### config.mk
export PLATFORM = sky130hd
export DESIGN_NAME = pl_mem_loader
export DESIGN_NICKNAME = d
export VERILOG_FILES = /design/src/rtl/riscv_mem_pkg.sv /design/src/rtl/pl_loader_fifo.sv /design/src/rtl/pl_mem_loader.sv
export SDC_FILE = /design/constraint.sdc
export NUM_CORES = 1
export LEC_CHECK = 0
export CAP_MARGIN = 20
export CELL_PAD_IN_SITES_DETAIL_PLACEMENT = 0
export CELL_PAD_IN_SITES_GLOBAL_PLACEMENT = 1
export CORE_MARGIN = 2
export CORE_UTILIZATION = 43
export DETAILED_ROUTE_END_ITERATION = 8
export GPL_TIMING_DRIVEN = 0
export PLACE_DENSITY = 0.81
export SLEW_MARGIN = 0
export SYNTH_ARGS = -nofsm -noshare
export SYNTH_HDL_FRONTEND = slang
export SYNTH_SLANG_ARGS = --single-unit
export TNS_END_PERCENT = 5
### constraint.sdc
create_clock -name i_clk -period 4.4 [get_ports i_clk]
set_input_delay 0.44 -clock i_clk [delete_from_list [all_inputs] [get_ports i_clk]]
set_output_delay 0.44 -clock i_clk [all_outputs]
set_load 0.01 [all_outputs]
### src/rtl/riscv_mem_pkg.sv
// Shared data-memory definitions for the RV32I core and its boot loader:
// word width, store-size encodings and loader state encoding.
package riscv_mem_pkg;

  localparam int XLEN = 32;

  localparam logic [2:0] F3_SB = 3'b000;
  localparam logic [2:0] F3_SH = 3'b001;
  localparam logic [2:0] F3_SW = 3'b010;

  typedef enum logic [1:0] {
    LOAD  = 2'd0,
    DRAIN = 2'd1,
    RUN   = 2'd2
  } ld_state_e;

endpackage

### src/rtl/pl_loader_fifo.sv
// First-word-fall-through FIFO for loader beats; head entry is visible
// on o_rdata whenever o_empty is low.
module pl_loader_fifo #(
  parameter int DEPTH = 4,
  parameter int WIDTH = 8
) (
  input  logic             i_clk,
  input  logic             i_reset,
  input  logic             i_push,
  input  logic [WIDTH-1:0] i_wdata,
  input  logic             i_pop,
  output logic [WIDTH-1:0] o_rdata,
  output logic             o_full,
  output logic             o_empty
);

  localparam int AW = $clog2(DEPTH);

  logic [WIDTH-1:0] r_mem [DEPTH];
  logic [AW:0]      r_wptr;
  logic [AW:0]      r_rptr;
  logic             w_do_push;
  logic             w_do_pop;

  assign w_do_push = i_push && !o_full;
  assign w_do_pop  = i_pop && !o_empty;

  // Extra pointer MSB distinguishes full from empty.
  assign o_empty = (r_wptr == r_rptr);
  assign o_full  = (r_wptr[AW] != r_rptr[AW]) &&
                   (r_wptr[AW-1:0] == r_rptr[AW-1:0]);
  assign o_rdata = r_mem[r_rptr[AW-1:0]];

  always_ff @(posedge i_clk) begin
    if (i_reset) begin
      r_wptr <= '0;
      r_rptr <= '0;
    end else begin
      if (w_do_push) r_wptr <= r_wptr + 1'b1;
      if (w_do_pop)  r_rptr <= r_rptr + 1'b1;
    end
  end

  always_ff @(posedge i_clk) begin
    if (w_do_push) r_mem[r_wptr[AW-1:0]] <= i_wdata;
  end

endmodule

### src/rtl/pl_mem_loader.sv
// Boot loader between riscv_cpu and data_mem: streams an image into memory
// while the CPU is held in reset. Checksum enabled by PL_MEM_LOADER_CSUM_EN.
module pl_mem_loader
  import riscv_mem_pkg::*;
#(
  parameter int          XLEN       = riscv_mem_pkg::XLEN,
  parameter int          ADDR_W     = 32,
  parameter int          FIFO_DEPTH = 4,
  parameter logic [ADDR_W-1:0] BASE_ADDR = '0
) (
  input  logic              i_clk,
  input  logic              i_reset,
  input  logic              i_ext_valid,
  output logic              o_ext_ready,
  input  logic [ADDR_W-1:0] i_ext_addr,
  input  logic [XLEN-1:0]   i_ext_wdata,
  input  logic [2:0]        i_ext_funct3,
  input  logic              i_ext_auto_inc,
  input  logic              i_ext_last,
  input  logic              i_cpu_memwrite,
  input  logic [ADDR_W-1:0] i_cpu_addr,
  input  logic [XLEN-1:0]   i_cpu_wdata,
  input  logic [2:0]        i_cpu_funct3,
  input  logic              i_mem_ready,
  output logic              o_mem_we,
  output logic [ADDR_W-1:0] o_mem_addr,
  output logic [XLEN-1:0]   o_mem_wdata,
  output logic [2:0]        o_mem_funct3,
  output logic              o_cpu_reset,
  output logic              o_busy,
  output logic [15:0]       o_load_count,
  output logic [XLEN-1:0]   o_load_csum
);

  localparam int FW = ADDR_W + XLEN + 3;

  ld_state_e         r_state;
  ld_state_e         w_next;
  logic [ADDR_W-1:0] r_addr;
  logic [15:0]       r_count;
  logic              r_cpu_reset;
  logic              r_busy;

  logic              w_push;
  logic              w_pop;
  logic              w_full;
  logic              w_empty;
  logic [ADDR_W-1:0] w_beat_addr;
  logic [FW-1:0]     w_fifo_in;
  logic [FW-1:0]     w_fifo_out;
  logic [ADDR_W-1:0] w_head_addr;
  logic [XLEN-1:0]   w_head_wdata;
  logic [2:0]        w_head_funct3;

  assign w_beat_addr = i_ext_auto_inc ? r_addr : i_ext_addr;
  assign w_fifo_in   = {w_beat_addr, i_ext_wdata, i_ext_funct3};
  assign {w_head_addr, w_head_wdata, w_head_funct3} = w_fifo_out;

  assign w_push = i_ext_valid && o_ext_ready;

  pl_loader_fifo #(
    .DEPTH (FIFO_DEPTH),
    .WIDTH (FW)
  ) u_fifo (
    .i_clk   (i_clk),
    .i_reset (i_reset),
    .i_push  (w_push),
    .i_wdata (w_fifo_in),
    .i_pop   (w_pop),
    .o_rdata (w_fifo_out),
    .o_full  (w_full),
    .o_empty (w_empty)
  );

  always_ff @(posedge i_clk) begin
    if (i_reset) begin
      r_state     <= LOAD;
      r_addr      <= BASE_ADDR;
      r_count     <= '0;
      r_cpu_reset <= 1'b1;
      r_busy      <= 1'b1;
    end else begin
      r_state     <= w_next;
      r_cpu_reset <= (r_state != RUN);
      r_busy      <= (r_state != RUN);
      if (w_push) r_addr <= w_beat_addr + ADDR_W'(4);
      if (w_pop && r_count != 16'hFFFF) r_count <= r_count + 16'd1;
    end
  end

  always_comb begin
    w_next       = r_state;
    o_ext_ready  = 1'b0;
    w_pop        = 1'b0;
    o_mem_we     = 1'b0;
    o_mem_addr   = w_head_addr;
    o_mem_wdata  = w_head_wdata;
    o_mem_funct3 = w_head_funct3;
    unique case (r_state)
      LOAD: begin
        o_ext_ready = !w_full && !i_reset;
        o_mem_we    = !w_empty && !i_reset;
        w_pop       = o_mem_we && i_mem_ready;
        if (w_push && i_ext_last) w_next = DRAIN;
      end
      DRAIN: begin
        o_mem_we = !w_empty && !i_reset;
        w_pop    = o_mem_we && i_mem_ready;
        if (w_empty) w_next = RUN;
      end
      RUN: begin
        o_mem_we     = i_cpu_memwrite;
        o_mem_addr   = i_cpu_addr;
        o_mem_wdata  = i_cpu_wdata;
        o_mem_funct3 = i_cpu_funct3;
      end
      default: w_next = LOAD;
    endcase
  end

`ifdef PL_MEM_LOADER_CSUM_EN
  logic [XLEN-1:0] r_csum;

  // Pops never happen in RUN, so the sum freezes there on its own.
  always_ff @(posedge i_clk) begin
    if (i_reset)    r_csum <= '0;
    else if (w_pop) r_csum <= r_csum + w_head_wdata;
  end

  assign o_load_csum = r_csum;
`else
  assign o_load_csum = '0;
`endif

  assign o_cpu_reset  = r_cpu_reset;
  assign o_busy       = r_busy;
  assign o_load_count = r_count;

endmodule
==> impl_metrics.toml <==
[status]
status = "complete, no violations"

[clock_tree]
clk_path_buf_depth = 3
cts_sinks = 327
clkTransAtPathRegs_ns = 0.06
post_cts_buffers = 0
cts_made_buffers = 34
cts_tree = "done"
cts_root_buf = "clkbuf_16"
htreeDepth = 2
cts_resized = 0
cts_hold_buf = 0
clk_latency_ns = 0.51

[synthesis]
synth.area.mux_share_pct = 12.90
synthAdderAreaFrac_pct = 0.6083
synthArstFlopShare_pct = 0
ys.flop_type = "edfxtp_1"
synth_compound_area_share_pct = 4.110
ys_ff_latch = 327
synth_area_leaders = "edfxtp_1 (56%), mux4_2 (10%), dfxtp_1 (8.2%)"
synth_top_family_by_area = "multiplexers"
synth_cell_types = 57
yosysSeqAreaShare_pct = 64.09
synthSimpleGateAreaFrac_pct = 12.50
netlist_area_mm2 = 0.01440
synth-edff-count = 268
postSynthAreaPerCell_um2 = 13.94
synth_xor_area_share_pct = 1.886
synthCells = 1033
yosysTopAreaCellShare_pct = 55.89
synth_commonest_cells = "edfxtp_1 (268), nand2_1 (238), mux4_2 (67)"
synth_top_cell_by_area = "edfxtp_1"
yosys_warnings = 0
synth.most_common_cell = "edfxtp_1"

[setup_path]
crit_type = "flip-flop to output pin"
crit_path_end_kind = "output pin"
worstPathRequired_ns = 3.96
arrival_ns = 3.48
path_max_fanout = 10
critPathLaunchType = "flip-flop"

[global_routing]
grt_max_degree = 52
grt_pass1_vias = 9279
globalRouteOverflowTotal = 0
grt_pass1_wl_um = 52450
grt_antenna_before_repair = 0
track_usage_pct = 19.28

[timing]
hold_ws_ns = 0.4741
slew_viol_final = 0
rsz0062_at_grt = "false"
finalSetupViolations = 0
clock_skew_ns = 0.01104
fin_setup_tns_ns = 0
fmax_mhz = 255.0
period_share_pct = 89.11
fin_crit_ns = 3.921
worst_slew_pin_slew_ns = 1.064
slew_headroom_pct = 29.08
finalHoldViolCount = 0

[route]
ant_nets = 0
dr_total_vias = 9290
drt-pass1-iter-count = 6
wl_um = 34000
post_drt_via_cell_ratio = 5.150
wl_per_cell_um = 18.85
drc = 0
drt_iter0_markers = 532

[layout]
final_util_pct = 56.09
syn2layout_area_growth_pct = 29.65
stdcell_area_mm2 = 0.01867
final_nets = 1479
n_antenna_cell = 0
drive_gt1_share_pct = 15.41
fill_cells = 2763

[pwr]
power_density_mw_per_mm2 = 394.1
leakage_nw = 6.647
p_total_mw = 7.356
ir_drop_v = 0.0003509

[placed_design]
gp_congestion = 0.8326
dpl.hpwl_um = 23660
io_buffers = 227
placement.cell_area_mm2 = 0.01747

[die]
num_io_pins = 260
die_w_um = 187.0
die_area_mm2 = 0.03497
rows = 67
core_area_mm2 = 0.03328
initial_utilization_pct = 43.26
die_h_um = 187.0

[flow_run]
max_cap_violations = 0

[min_path]
hold_path_class = "flip-flop to flip-flop"
==> registers in the layout, indices dropped and copies added, names as in the netlist, named ones only <==
signal	count
o_busy	1
o_load_count	16
r_addr	32
r_state	2
u_fifo.r_mem	268
u_fifo.r_rptr	3
u_fifo.r_wptr	3
==> report_power, final <==
group | total, mW | leakage (nW) | switching, mW | internal [mW]
Combinational | 0.846 | 3.14 | 0.408 | 0.438
Sequential | 3.47 | 2.93 | 0.0320 | 3.44
Clock | 3.04 | 0.578 | 1.16 | 1.88
==> cell usage in the layout (no fill, tap or decap), types with 12 or more instances in the layout <==
| cell type | count |
|---|---|
| nand2_1 | 238 |
| clkbuf_1 | 32 |
| dfxtp_1 | 59 |
| conb_1 | 32 |
| nand4_1 | 16 |
| edfxtp_1 | 268 |
| o21ai_0 | 15 |
| nand3_1 | 27 |
| clkbuf_16 | 37 |
| nand3b_1 | 29 |
| xor2_1 | 18 |
| buf_2 | 12 |
| xnor2_1 | 13 |
| mux4_2 | 67 |
| mux2_2 | 22 |
| clkdlybuf4s50_1 | 227 |
| a21oi_1 | 26 |
| inv_1 | 12 |
| nor2_1 | 18 |
| buf_4 | 34 |
==> layer usage <==
layer | share of wire, % | track usage [%] | vias to the layer above
met4 | 1.5 | 4.426 | 0
met3 | 5.4 | 2.946 | 41
li1 | - | - | 4406
met5 | 0 | 0 | -
met1 | 44 | 25.87 | 4544
met2 | 49 | 33.23 | 299
==> through the flow <==
| stage | setup slack [ns] | std cells |
|---|---|---|
| 2_1_floorplan | 0.8841 | 1064 |
| 3_3_place_gp | -1.348 | 1739 |
| 3_5_place_dp | 0.4052 | 1743 |
| 4_1_cts | 0.3784 | 1804 |
| 5_1_grt | 0.2853 | 1804 |
| 6_report | 0.4790 | 1804 |
==> final timing paths <==
| check | startpoint | to | slack, ns | depth (start not counted) |
|---|---|---|---|---|
| worst max-delay path | r_state[1] | o_mem_addr[26] | 0.48 | 7 |
| worst min-delay path | r_addr[7] | r_addr[7] | 0.47 | 2 |
| worst max register to register | u_fifo.r_wptr[0] | u_fifo.r_mem[2][26] | 1.31 | 6 |
| worst min register to register | r_addr[7] | r_addr[7] | 0.47 | 2 |
==> cell type report <==
class | instances | area, um2 | area share, %
buffer | 89 | 514.2 | 2.755
clock buffer | 41 | 940.9 | 5.040
clock inverter | 20 | 259.0 | 1.387
inverter | 12 | 45.04 | 0.2413
multi-input combinational | 636 | 4737 | 25.38
sequential | 327 | 9229 | 49.44
tap | 448 | 560.5 | 3.003
timing repair buffer | 231 | 2382 | 12.76
==> kinds of logic (layout without fill, tap and decap cells) <==
logic type,after synthesis,count (layout)
simple gates,379,379
flops,327,327
buf+inv,101,393
mux,99,99
compound gates,88,88
xor+xnor,31,31
fa+ha+maj,7,7
other cells,1,32
==> critical path: stages, from the launching register on <==
cell	delay (ns)
dfxtp_1	0.41
nor2b_1	0.15
clkbuf_1	0.45
clkbuf_1	0.85
clkbuf_1	0.40
nand2_1	0.11
nand2_1	0.07
clkdlybuf4s50_1	0.54
Power figures use the tool's default switching activity.
==> patch 1, RTL diff (config.mk and constraints unchanged) <==
Build with the macro `PL_MEM_LOADER_CSUM_EN` defined.
--- a/src/rtl/pl_mem_loader.sv
+++ b/src/rtl/pl_mem_loader.sv
@@ -2,2 +2,4 @@
 // while the CPU is held in reset. Checksum enabled by PL_MEM_LOADER_CSUM_EN.
+`define PL_MEM_LOADER_CSUM_EN
+
 module pl_mem_loader
Function: changed (Yosys sat finds a counterexample within 4 cycles, from zero or initial values and one cycle with i_reset high).
==> patch 1 against the unedited design <==
Synthesized area up 15%; design area up 14%; non-clock buffer count up 14; worst setup slack worse by 0.34 ns; wire length up 31%; power up 12%; combinational power up 44%; sequential cell count up 32; largest cell class unchanged.
==> patch 1: results (changes against the unedited design) <==
- Routed len/inst: 20.3 um (+7.6%)
- Crit path to: r_addr[28]
- Final instance area: 21,300 um^2 (+14%)
- CP max-delay cell: clkdlybuf4s50_1
- Worst-Skew Late Latency: 0.54 ns (+0.03 ns)
- Hpwl dp: 31.8 mm (+34%)
- Final Skew: 0.0254 ns (+0.0144 ns)
- Hold slack: 0.452 ns (-0.0223 ns)
- First-pass GRT wire length: 67.7 mm (+29%)
- Pre-CTS setup slack: -0.728 ns (-1.13 ns)
- Largest net degree at the start of global routing: 55 (+5.8%)
- Worst-Margin Slew: 1.11 ns (+0.0474 ns)
- DR top layer: met5
- Hold Crit Endpoint: r_addr[0]
- Commonest cells post-synth: nand2_1, edfxtp_1, dfxtp_1
- Inverter count: 27 (+15)
- Routed wl met2: 21.1 mm (+27%)
- Reg2reg end: o_load_csum[25]
- FMAX: 0.235 GHz (-7.9%)
- FF/Latch Area: 9870 um^2 (+6.9%)
- # port buffers: 259 (+14%)
- Min-delay src: r_addr[0]
- Avg Inst Size Synth: 12.3 um^2 (-12%)
- Comb_multi_in: 895 (+41%)
- Non-CTS buffers: 334 (+4.4%)
- Num Clock Sinks: 359 (+9.8%)
- Initial DRC Count: 915 (+72%)
- Routing usage on met1: 0.303 (+0.0443)
- Total track usage: 0.219 (+0.0262)
- Outcome: complete, no violations
- Post-synthesis xor/xnor area fraction: 0.0290 (+0.0101)
- FILL cells: 3,237 (+17%)
- Clock buffers: 45 (+9.8%)
- Via Count: 11,900 (+28%)
- Non-clk buf share: 0.142 (-0.0129)
- Top cells by area, synth: edfxtp_1, dfxtp_1, mux4_2, nand2_1, ha_1
- Placed cells: 2,131 (+22%)
- Dpl cell area: 20,000 um^2 (+14%)
- Worst path max stage delay: 0.58 ns (-0.27 ns)
## patch 1: cell types whose count changed after synthesis, moves of 23 or more
cell	unedited run	this run
nand2_1	238	322
nor2_1	18	41
o21ai_0	15	42
ha_1	7	38
a21oi_1	26	89
dfxtp_1	59	91
buf_4	34	1
## patch 1: timing repair
| action | 4_1_cts | 5_1_grt |
|---|---|---|
| resized for setup | 9 | 9 |
| endpoints found under the setup margin | 15 | 11 |
| pin swaps | 1 | 1 |
| buffers inserted | 0 | 2 |
## patch 1: power by group through the flow
stage               registers (W)  logic (W)  clock network (W)
finish                    0.00380    0.00122            0.00326
global route              0.00380    0.00132            0.00345
CTS                       0.00380    0.00122            0.00332
detailed placement        0.00387    0.00121                  0
global placement          0.00387    0.00120                  0
floorplan                 0.00387   0.000631                  0
## patch 1: per-stage QoR
step                power (W)  TNS (ns)
floorplan             0.00450         0
global placement      0.00507   -199.97
detailed placement    0.00508     -4.85
CTS                   0.00834         0
global route          0.00858   -0.0169
finish                0.00827         0
==> patch 2, RTL diff (same settings) <==
Without the edit above. Register the output `o_load_count` once more; this adds one clock of latency there. The other outputs are not delayed to match.
--- a/src/rtl/pl_mem_loader.sv
+++ b/src/rtl/pl_mem_loader.sv
@@ -136,3 +136,5 @@
   assign o_busy       = r_busy;
-  assign o_load_count = r_count;
+  always_ff @(posedge i_clk) begin
+    o_load_count <= r_count;
+  end
 
Check against the original RTL: not equivalent (a bounded check fails within 4 cycles, from zero or initial values and one cycle with i_reset high).
==> patch 2 against the unedited design <==
Worst setup slack worse by 0.24 ns; count of clock-buffer cells in the layout up 5; hold slack worse by 0.097 ns; clock power down 2%; wire length up 3.3%; synthesized area up 2.8%; sequential cell count up 16; design area up 2.0%; register-to-register slack worse by 0.26 ns; power up 2.7%.
==> patch 2: results (changes against the unedited design) <==
- Outcome: complete, no violations
- Min-delay src: r_count[10]
- WL met1: 15.4 mm (+2.4%)
- Hold slack: 0.377 ns (-0.0971 ns)
- Wire length on met3: 2.27 mm (+24%)
- Clock buffers: 46 (+12%)
- Grt met3 use: 0.0321 (+0.00261)
- Cells after Synth: 1,071 (+3.7%)
- Non-clk buf share: 0.151 (-0.00445)
- Critical Path AT: 3.72 ns (+0.24 ns)
- Final Skew: 0.00926 ns (-0.00178 ns)
- Sequential share of the synthesized area: 0.645 (+0.00436)
- Seq cells: 343 (+4.9%)
- Peak VDD IR: 0.249 mV (-29%)
- DRT Pass-1 Iters: 7 (+1)
- Comb_multi_in: 660 (+3.8%)
- Fraction of area in registers: 0.501 (+0.00704)
- Share of layout cells above drive strength 1: 0.152 (-0.00210)
- Pre-CTS setup slack: 0.364 ns (-0.0415 ns)
- Hold path depth: 0 (-2)
- Via Count: 9,595 (+3.3%)
- Largest net degree at the start of global routing: 51 (-1.9%)
- Non-CTS buffers: 317 (-0.94%)
- Num CTS Buffers: 37 (+8.8%)
- Inverter count: 13 (+1)
- Met2 usage: 0.322 (-0.0104)
- Vias in the first global route: 9,364 (+0.92%)
- Commonest cells post-synth: edfxtp_1, nand2_1, dfxtp_1
- Sequential cell power: 0.00363 W (+5%)
- Reg2reg end: u_fifo.r_mem[2][58]
- Leakage power: 6.69 nW (+0.68%)
- Combinational power: 0.000935 W (+11%)
- Top cells by area, synth: edfxtp_1, mux4_2, dfxtp_1, nand2_1, buf_4
- Total track usage: 0.196 (+0.00304)
- Initial DRC Count: 591 (+11%)
- Hpwl dp: 24.2 mm (+2.2%)
- Via/cell ratio: 5.19 (+0.77%)
- Crit path to: o_mem_addr[23]
- Post-route minimum period: 4.16 ns (+0.242 ns)
- Worst R2R Start: r_state[1]
- Routed wl met2: 16.8 mm (+1.1%)
- Max-slew headroom: 0.305 (+0.0141)
- Sw power: 0.00172 W (+7.9%)
- Reg-to-reg slack, setup: 1.05 ns (-0.26 ns)
## patch 2: cell types whose count changed after synthesis, moves of 5 or more
cell      delta
nand3b_1    -23
dfxtp_1     +16
xor2_1      -13
nand2_1     +10
nand3_1     +10
a31oi_1      +9
nand4_1      -7
or3_1        +7
o21ai_1      -5
## patch 2: per-stage QoR
stage                     TNS (ns)  area [um^2]   util  power (W)
final                            0        19000  0.565    0.00756
after global routing             0        19000  0.565    0.00785
after CTS                        0        19000  0.565    0.00763
after detailed placement         0        17900  0.530    0.00464
after global placement     -401.99        17700  0.527    0.00463
after floorplan                  0        14900      -    0.00416
## patch 2: cell families (layout without fill, tap and decap cells)
kind of cell | Yosys count | in the layout | synth area share
buf+inv | 99 | 398 | 0.0363
simple gates | 388 | 388 | 0.121
mux | 99 | 99 | 0.126
compound gates | 113 | 113 | 0.0536
xor+xnor | 21 | 21 | 0.0124
other cells | 1 | 32 | 0.000253
flops | 343 | 343 | 0.645
fa+ha+maj | 7 | 7 | 0.00592
